### src/rtl/psum_gbf_drain.sv
// rtl/psum_gbf_drain.sv - drains one psum global buffer bank to a valid/ready stream, then zero-initialises it
module psum_gbf_drain #(
    parameter int PSUM_GBF_DATA_BITWIDTH = 512,
    parameter int PSUM_GBF_ADDR_BITWIDTH = 5,
    parameter int PSUM_GBF_DEPTH         = 32
) (
    input  logic                              clk,
    input  logic                              rst,
    input  logic                              drain_start,
    input  logic                              drain_bank,
    input  logic [PSUM_GBF_ADDR_BITWIDTH:0]   drain_len,
    output logic                              busy,
    output logic                              done,
    output logic                              psum_gbf_r_en,
    output logic [PSUM_GBF_ADDR_BITWIDTH-1:0] psum_gbf_r_addr,
    output logic                              psum_gbf_r_num,
    input  logic [PSUM_GBF_DATA_BITWIDTH-1:0] r_data1b,
    input  logic [PSUM_GBF_DATA_BITWIDTH-1:0] r_data2b,
    output logic                              psum_gbf_w_en_for_init,
    output logic [PSUM_GBF_ADDR_BITWIDTH-1:0] psum_gbf_w_addr_for_init,
    output logic                              m_valid,
    output logic [PSUM_GBF_DATA_BITWIDTH-1:0] m_data,
    output logic                              m_last,
    input  logic                              m_ready
);
    localparam int DW = PSUM_GBF_DATA_BITWIDTH;
    localparam int AW = PSUM_GBF_ADDR_BITWIDTH;
    localparam int LW = AW + 1;
    localparam logic [LW-1:0] DEPTH_L = LW'(PSUM_GBF_DEPTH);

    typedef enum logic [1:0] {S_IDLE, S_READ, S_INIT, S_FLUSH} state_t;

    state_t          state_q, state_d;
    logic            bank_q, bank_d;
    logic [LW-1:0]   len_q, len_d;
    logic [LW-1:0]   rd_cnt_q, rd_cnt_d;
    logic [LW-1:0]   init_cnt_q, init_cnt_d;
    logic            busy_q, busy_d;
    logic            done_q, done_d;
    // rvalid marks a read whose data is on r_data this cycle; rlast tags it as the final entry
    logic            rvalid_q, rvalid_d;
    logic            rlast_q, rlast_d;
    logic [DW-1:0]   fifo_data_q [2];
    logic [DW-1:0]   fifo_data_d [2];
    logic [1:0]      fifo_last_q, fifo_last_d;
    logic            wr_ptr_q, wr_ptr_d;
    logic            rd_ptr_q, rd_ptr_d;
    logic [1:0]      count_q, count_d;

    logic            pop;
    logic            rd_issue;
    logic            credit_ok;
    logic            last_rd;
    logic            last_init;
    logic [2:0]      occ;
    logic [LW-1:0]   len_clamped;

    // A read may issue only if the FIFO can still hold it once everything in flight lands
    assign pop         = (count_q != 2'd0) && m_ready;
    assign occ         = 3'(count_q) + 3'(rvalid_q) - 3'(pop);
    assign credit_ok   = occ < 3'd2;
    assign len_clamped = (drain_len > DEPTH_L) ? DEPTH_L : drain_len;
    assign last_rd     = rd_cnt_q == (len_q - LW'(1));
    assign last_init   = init_cnt_q == (len_q - LW'(1));

    assign busy                     = busy_q;
    assign done                     = done_q;
    assign psum_gbf_r_en            = rd_issue;
    assign psum_gbf_r_addr          = rd_cnt_q[AW-1:0];
    assign psum_gbf_r_num           = bank_q;
    assign psum_gbf_w_en_for_init   = (state_q == S_INIT);
    assign psum_gbf_w_addr_for_init = init_cnt_q[AW-1:0];
    assign m_valid                  = (count_q != 2'd0);
    assign m_data                   = fifo_data_q[rd_ptr_q];
    assign m_last                   = m_valid && fifo_last_q[rd_ptr_q];

    // Next-state: drain sequencing, read issue under credit, and the 2-entry output FIFO
    always_comb begin
        state_d     = state_q;
        bank_d      = bank_q;
        len_d       = len_q;
        rd_cnt_d    = rd_cnt_q;
        init_cnt_d  = init_cnt_q;
        busy_d      = busy_q;
        done_d      = 1'b0;
        rd_issue    = 1'b0;
        fifo_data_d = fifo_data_q;
        fifo_last_d = fifo_last_q;
        wr_ptr_d    = wr_ptr_q;
        rd_ptr_d    = rd_ptr_q;

        case (state_q)
            S_IDLE: begin
                if (drain_start) begin
                    bank_d     = drain_bank;
                    len_d      = len_clamped;
                    rd_cnt_d   = '0;
                    init_cnt_d = '0;
                    busy_d     = 1'b1;
                    state_d    = (len_clamped == '0) ? S_FLUSH : S_READ;
                end
            end
            S_READ: begin
                if (credit_ok) begin
                    rd_issue = 1'b1;
                    rd_cnt_d = rd_cnt_q + LW'(1);
                    if (last_rd) begin
                        state_d = S_INIT;
                    end
                end
            end
            S_INIT: begin
                init_cnt_d = init_cnt_q + LW'(1);
                if (last_init) begin
                    state_d = S_FLUSH;
                end
            end
            S_FLUSH: begin
                if ((count_q == 2'd0) && !rvalid_q) begin
                    done_d  = 1'b1;
                    busy_d  = 1'b0;
                    state_d = S_IDLE;
                end
            end
            default: state_d = S_IDLE;
        endcase

        rvalid_d = rd_issue;
        rlast_d  = rd_issue && last_rd;

        if (pop) begin
            rd_ptr_d = ~rd_ptr_q;
        end
        if (rvalid_q) begin
            fifo_data_d[wr_ptr_q] = bank_q ? r_data2b : r_data1b;
            fifo_last_d[wr_ptr_q] = rlast_q;
            wr_ptr_d              = ~wr_ptr_q;
        end
        count_d = count_q + 2'(rvalid_q) - 2'(pop);
    end

    // Single state register; reset aborts any drain and discards in-flight data
    always_ff @(posedge clk or posedge rst) begin
        if (rst) begin
            state_q        <= S_IDLE;
            bank_q         <= 1'b0;
            len_q          <= '0;
            rd_cnt_q       <= '0;
            init_cnt_q     <= '0;
            busy_q         <= 1'b0;
            done_q         <= 1'b0;
            rvalid_q       <= 1'b0;
            rlast_q        <= 1'b0;
            fifo_data_q[0] <= '0;
            fifo_data_q[1] <= '0;
            fifo_last_q    <= '0;
            wr_ptr_q       <= 1'b0;
            rd_ptr_q       <= 1'b0;
            count_q        <= '0;
        end else begin
            state_q        <= state_d;
            bank_q         <= bank_d;
            len_q          <= len_d;
            rd_cnt_q       <= rd_cnt_d;
            init_cnt_q     <= init_cnt_d;
            busy_q         <= busy_d;
            done_q         <= done_d;
            rvalid_q       <= rvalid_d;
            rlast_q        <= rlast_d;
            fifo_data_q[0] <= fifo_data_d[0];
            fifo_data_q[1] <= fifo_data_d[1];
            fifo_last_q    <= fifo_last_d;
            wr_ptr_q       <= wr_ptr_d;
            rd_ptr_q       <= rd_ptr_d;
            count_q        <= count_d;
        end
    end
endmodule

### config.mk
export PLATFORM = sky130hd
export DESIGN_NAME = psum_gbf_drain
export DESIGN_NICKNAME = d
export VERILOG_FILES = /design/src/rtl/psum_gbf_drain.sv
export SDC_FILE = /design/constraint.sdc
export NUM_CORES = 2
export LEC_CHECK = 0
export CAP_MARGIN = 20
export CORE_AREA = 2 2 603 605
export DETAILED_ROUTE_END_ITERATION = 8
export DIE_AREA = 0 0 605 607
export GPL_TIMING_DRIVEN = 0
export MAX_ROUTING_LAYER = met4
export PLACE_DENSITY = 0.39
export SETUP_SLACK_MARGIN = 0.02
export SYNTH_ARGS = -nofsm -noshare
export SYNTH_HDL_FRONTEND = slang
export SYNTH_SLANG_ARGS = --single-unit
### constraint.sdc
create_clock -name clk -period 47.9 [get_ports clk]
set_input_delay 9.58 -clock clk [delete_from_list [all_inputs] [get_ports clk]]
set_output_delay 9.58 -clock clk [all_outputs]
set_load 0.1 [all_outputs]
==> flow_metrics.py <==
metrics = {
    "status": {
        "outcome": "finished clean",
    },
    "synth": {
        "synth_largest_type_area_fraction": 0.5401,
        "commonest_cells_post_synth": "sky130_fd_sc_hd__dfrtp_1, sky130_fd_sc_hd__nand2_1, sky130_fd_sc_hd__nor2_1",
        "synth.most_common_cell": "sky130_fd_sc_hd__dfrtp_1",
        "ys_types": 51,
        "ys_ff_latch": 1055,
        "yosysWarnings": 0,
        "postSynthAreaPerCell_um2": 10.51,
        "synth_top_cells_by_area": "sky130_fd_sc_hd__dfrtp_1, sky130_fd_sc_hd__mux2_2, sky130_fd_sc_hd__mux2i_1",
        "syn_nets": 5695,
        "synth-edff-count": 0,
        "yosysSeqAreaShare": 0.5401,
        "synth-main-ff-cell": "sky130_fd_sc_hd__dfrtp_1",
        "synth_area_um2": 48880,
        "synthesis.instances": 4650,
        "synth.largest_area_cell": "sky130_fd_sc_hd__dfrtp_1",
        "ys_async_sr_fraction": 1.000,
    },
    "critical_path": {
        "setup.reg_to_reg.worst_slack_ns": 43.78,
        "regToRegEndpoint": "fifo_data_q[843]",
        "worst_r2r_path_depth": 8,
        "worst_path_arrival_ns": 12.95,
        "critical_path.endpoint_type": "output port",
        "setup.worst_path.class": "primary input to output port",
        "timing.rr.start": "rvalid_q",
        "worstPathRequired_ns": 38.32,
        "crit_path_max_fanout": 4,
        "critical_path.startpoint_type": "primary input",
    },
    "routing": {
        "postRouteWirelength_mm": 340.3,
        "vias_per_instance": 3.934,
        "drcViolationCount": 0,
        "detailedRoute.firstPassIterationCount": 5,
        "routedWlPerCell_um": 29.81,
        "remaining_number_of_nets_flagged_by_the_antenna_check_after_routing": 0,
        "drt_first_iter_violations": 3107,
        "vias": 44910,
    },
    "floorplan": {
        "die_h_um": 607,
        "design.core.area_um2": 360900,
        "initial_utilization": 0.1354,
        "floorplan.rows": 221,
        "design.die.area_um2": 367200,
        "die_width_um": 605,
        "io_pins": 1564,
    },
    "grt": {
        "antenna_violations_before_repair": 188,
        "globalRouteOverflowTotal": 0,
        "groute.layer.met3.usage": 0.05107,
        "grtUsageMet1": 0.2080,
        "grt_first_pass_wirelength_mm": 439.5,
        "grt_most_used_layer": "met2",
        "grtUsageTotal": 0.1832,
        "largest_net_degree_at_the_start_of_global_routing": 122,
        "grt.met2_usage": 0.3154,
        "first_global_vias": 45830,
    },
    "place": {
        "dpl.hpwl_mm": 281.7,
        "placement.io_buffers": 1563,
        "finalWeightedCongestion": 0.9331,
        "place.detailed.instances": 11090,
    },
    "timing": {
        "clock_skew_ns": 0.03319,
        "maxClockFrequency_mhz": 44.39,
        "timing.final.crit_period_ns": 22.53,
        "timing.final.hold_violations": 0,
        "drv_slew": 0,
        "setup_viol_count_final": 0,
        "period_share": 0.4703,
        "slew-limit-headroom": 0.1964,
        "timing_worst_slew_pin_value_ns": 1.202,
        "grt_setup_unrepaired": "false",
    },
    "clock_network": {
        "cts_post_setup_buffers_inserted": 0,
        "cts.sink_count": 1055,
        "clockBufferDepth": 4,
        "clk_transition_reported_paths_ns": 0.05,
        "cts_buffer_count": 145,
        "tritoncts": "yes",
        "h-tree-depth": 4,
        "cts_resized": 0,
        "cts_root_buf": "sky130_fd_sc_hd__clkbuf_16",
        "ctsHoldBuffers": 0,
        "worstSkewPairLatency_ns": 0.84,
    },
    "min_path": {
        "worstHoldPathType": "register to register",
        "hold_start": "fifo_data_q[895]",
        "hold_depth": 2,
        "worstHoldEndpoint": "fifo_data_q[895]",
    },
    "layout": {
        "fin_cells": 11420,
        "post_layout_util": 0.2139,
        "fillers": 39120,
        "multi_input_comb_area_um2": 20920,
        "final_layout_size_suffix_gt1_frac": 0.1406,
        "sequential_cell_area_um2": 26400,
        "finish.net_count": 7491,
        "synth_to_layout_area_growth_pct": 57.93,
    },
    "job": {
        "maximum_capacitance_violations": 0,
    },
}
-- how the worst max path moves through the flow --
stage,from,end,slack (ns),cells past startpoint
3_5_place_dp,m_ready,psum_gbf_r_en,25.42,11
2_1_floorplan,rst,busy,8.62,1
3_3_place_gp,rst,fifo_data_q[1009],-5.86,2
5_1_grt,m_ready,psum_gbf_r_en,25.24,11
4_1_cts,m_ready,psum_gbf_r_en,25.41,11
6_report,m_ready,psum_gbf_r_en,25.37,11
-- layer usage --
layer / wire length, um / vias to the layer above / share of wire
met4: 10850 / 0 / 0.032
met1: 136300 / 22890 / 0.40
li1: - / 19730 / -
met3: 23010 / 505 / 0.068
met5: 0 / - / 0
met2: 170100 / 1779 / 0.50
-- layout make-up --
| class | count | area share |
|---|---|---|
| diodes | 77 | 0.002496 |
| plain buffers | 362 | 0.01974 |
| clock buffers | 213 | 0.05480 |
| clock inverters | 33 | 0.005446 |
| inverters | 11 | 0.0006322 |
| multi-input cells | 3222 | 0.2711 |
| flip-flops and latches | 1055 | 0.3420 |
| well taps | 4794 | 0.07771 |
| repair buffers | 1649 | 0.2261 |
-- critical path, stage by stage --
cell                              delay, ns
sky130_fd_sc_hd__clkdlybuf4s50_1       0.41
sky130_fd_sc_hd__and2_1                0.17
sky130_fd_sc_hd__ha_1                  0.28
sky130_fd_sc_hd__inv_1                 0.04
sky130_fd_sc_hd__ha_1                  0.18
sky130_fd_sc_hd__fa_1                  0.40
sky130_fd_sc_hd__xor2_1                0.18
sky130_fd_sc_hd__nor2b_1               0.31
sky130_fd_sc_hd__nand2_1               0.13
sky130_fd_sc_hd__inv_1                 0.12
sky130_fd_sc_hd__clkdlybuf4s50_1       1.14
-- logic make-up after synthesis --
logic type               share of synthesized area
AND/OR/NAND/NOR                            0.08763
flip-flops                                  0.5401
buffers and inverters                      0.03177
adder cells (fa/ha/maj)                   0.002714
multiplexers                                0.2248
XOR/XNOR                                  0.003046
AO/OA/AOI/OAI                               0.1099
-- stage by stage --
| stage | setup WS, ns | cell area (um2) | hold WS, ns | setup TNS [ns] |
|---|---|---|---|---|
| 3_3_place_gp | -5.862 | 70520 | 0.4568 | -5761.28 |
| 6_report | 25.37 | 77190 | 0.4717 | 0 |
| 2_1_floorplan | 8.625 | 48880 | 0.4460 | 0 |
| 3_5_place_dp | 25.42 | 72350 | 0.4658 | 0 |
| 4_1_cts | 25.41 | 77000 | 0.4763 | 0 |
| 5_1_grt | 25.24 | 77150 | 0.4883 | 0 |
-- registers in the layout, summed over array words and instances (netlist names) --
signal / count
state_q: 2
done: 1
rd_ptr_q: 1
psum_gbf_r_num: 1
len_q: 6
count_q: 2
init_cnt_q: 6
fifo_last_q: 2
rd_cnt_q: 6
busy: 1
wr_ptr_q: 1
rvalid_q: 1
rlast_q: 1
fifo_data_q: 1024
-- layout by cell type (no fill, tap or decap), types with 4 or more instances in the layout --
cell and instances:
sky130_fd_sc_hd__clkbuf_1 243, sky130_fd_sc_hd__inv_1 10, sky130_fd_sc_hd__bufinv_16 7, sky130_fd_sc_hd__clkdlybuf4s50_1 1560, sky130_fd_sc_hd__buf_1 56, sky130_fd_sc_hd__mux2i_1 517
sky130_fd_sc_hd__buf_2 85, sky130_fd_sc_hd__clkbuf_8 24, sky130_fd_sc_hd__nand2b_1 11, sky130_fd_sc_hd__buf_8 13, sky130_fd_sc_hd__clkinvlp_4 5, sky130_fd_sc_hd__nor2_1 525
sky130_fd_sc_hd__clkinv_2 12, sky130_fd_sc_hd__clkbuf_2 8, sky130_fd_sc_hd__o21ai_1 40, sky130_fd_sc_hd__nand2_1 530, sky130_fd_sc_hd__a21oi_1 514, sky130_fd_sc_hd__ha_1 9
sky130_fd_sc_hd__buf_16 22, sky130_fd_sc_hd__xor2_1 12, sky130_fd_sc_hd__xnor2_1 5, sky130_fd_sc_hd__buf_4 10, sky130_fd_sc_hd__buf_12 51, sky130_fd_sc_hd__clkbuf_16 150
sky130_fd_sc_hd__nor2b_1 4, sky130_fd_sc_hd__nand3_1 9, sky130_fd_sc_hd__dfrtp_1 1055, sky130_fd_sc_hd__mux2_2 516, sky130_fd_sc_hd__diode_2 77, sky130_fd_sc_hd__o21ai_0 484
Power is left out: the tool's default activity adds up to more than one toggle a clock period on the data nets, which glitch-free logic cannot reach.
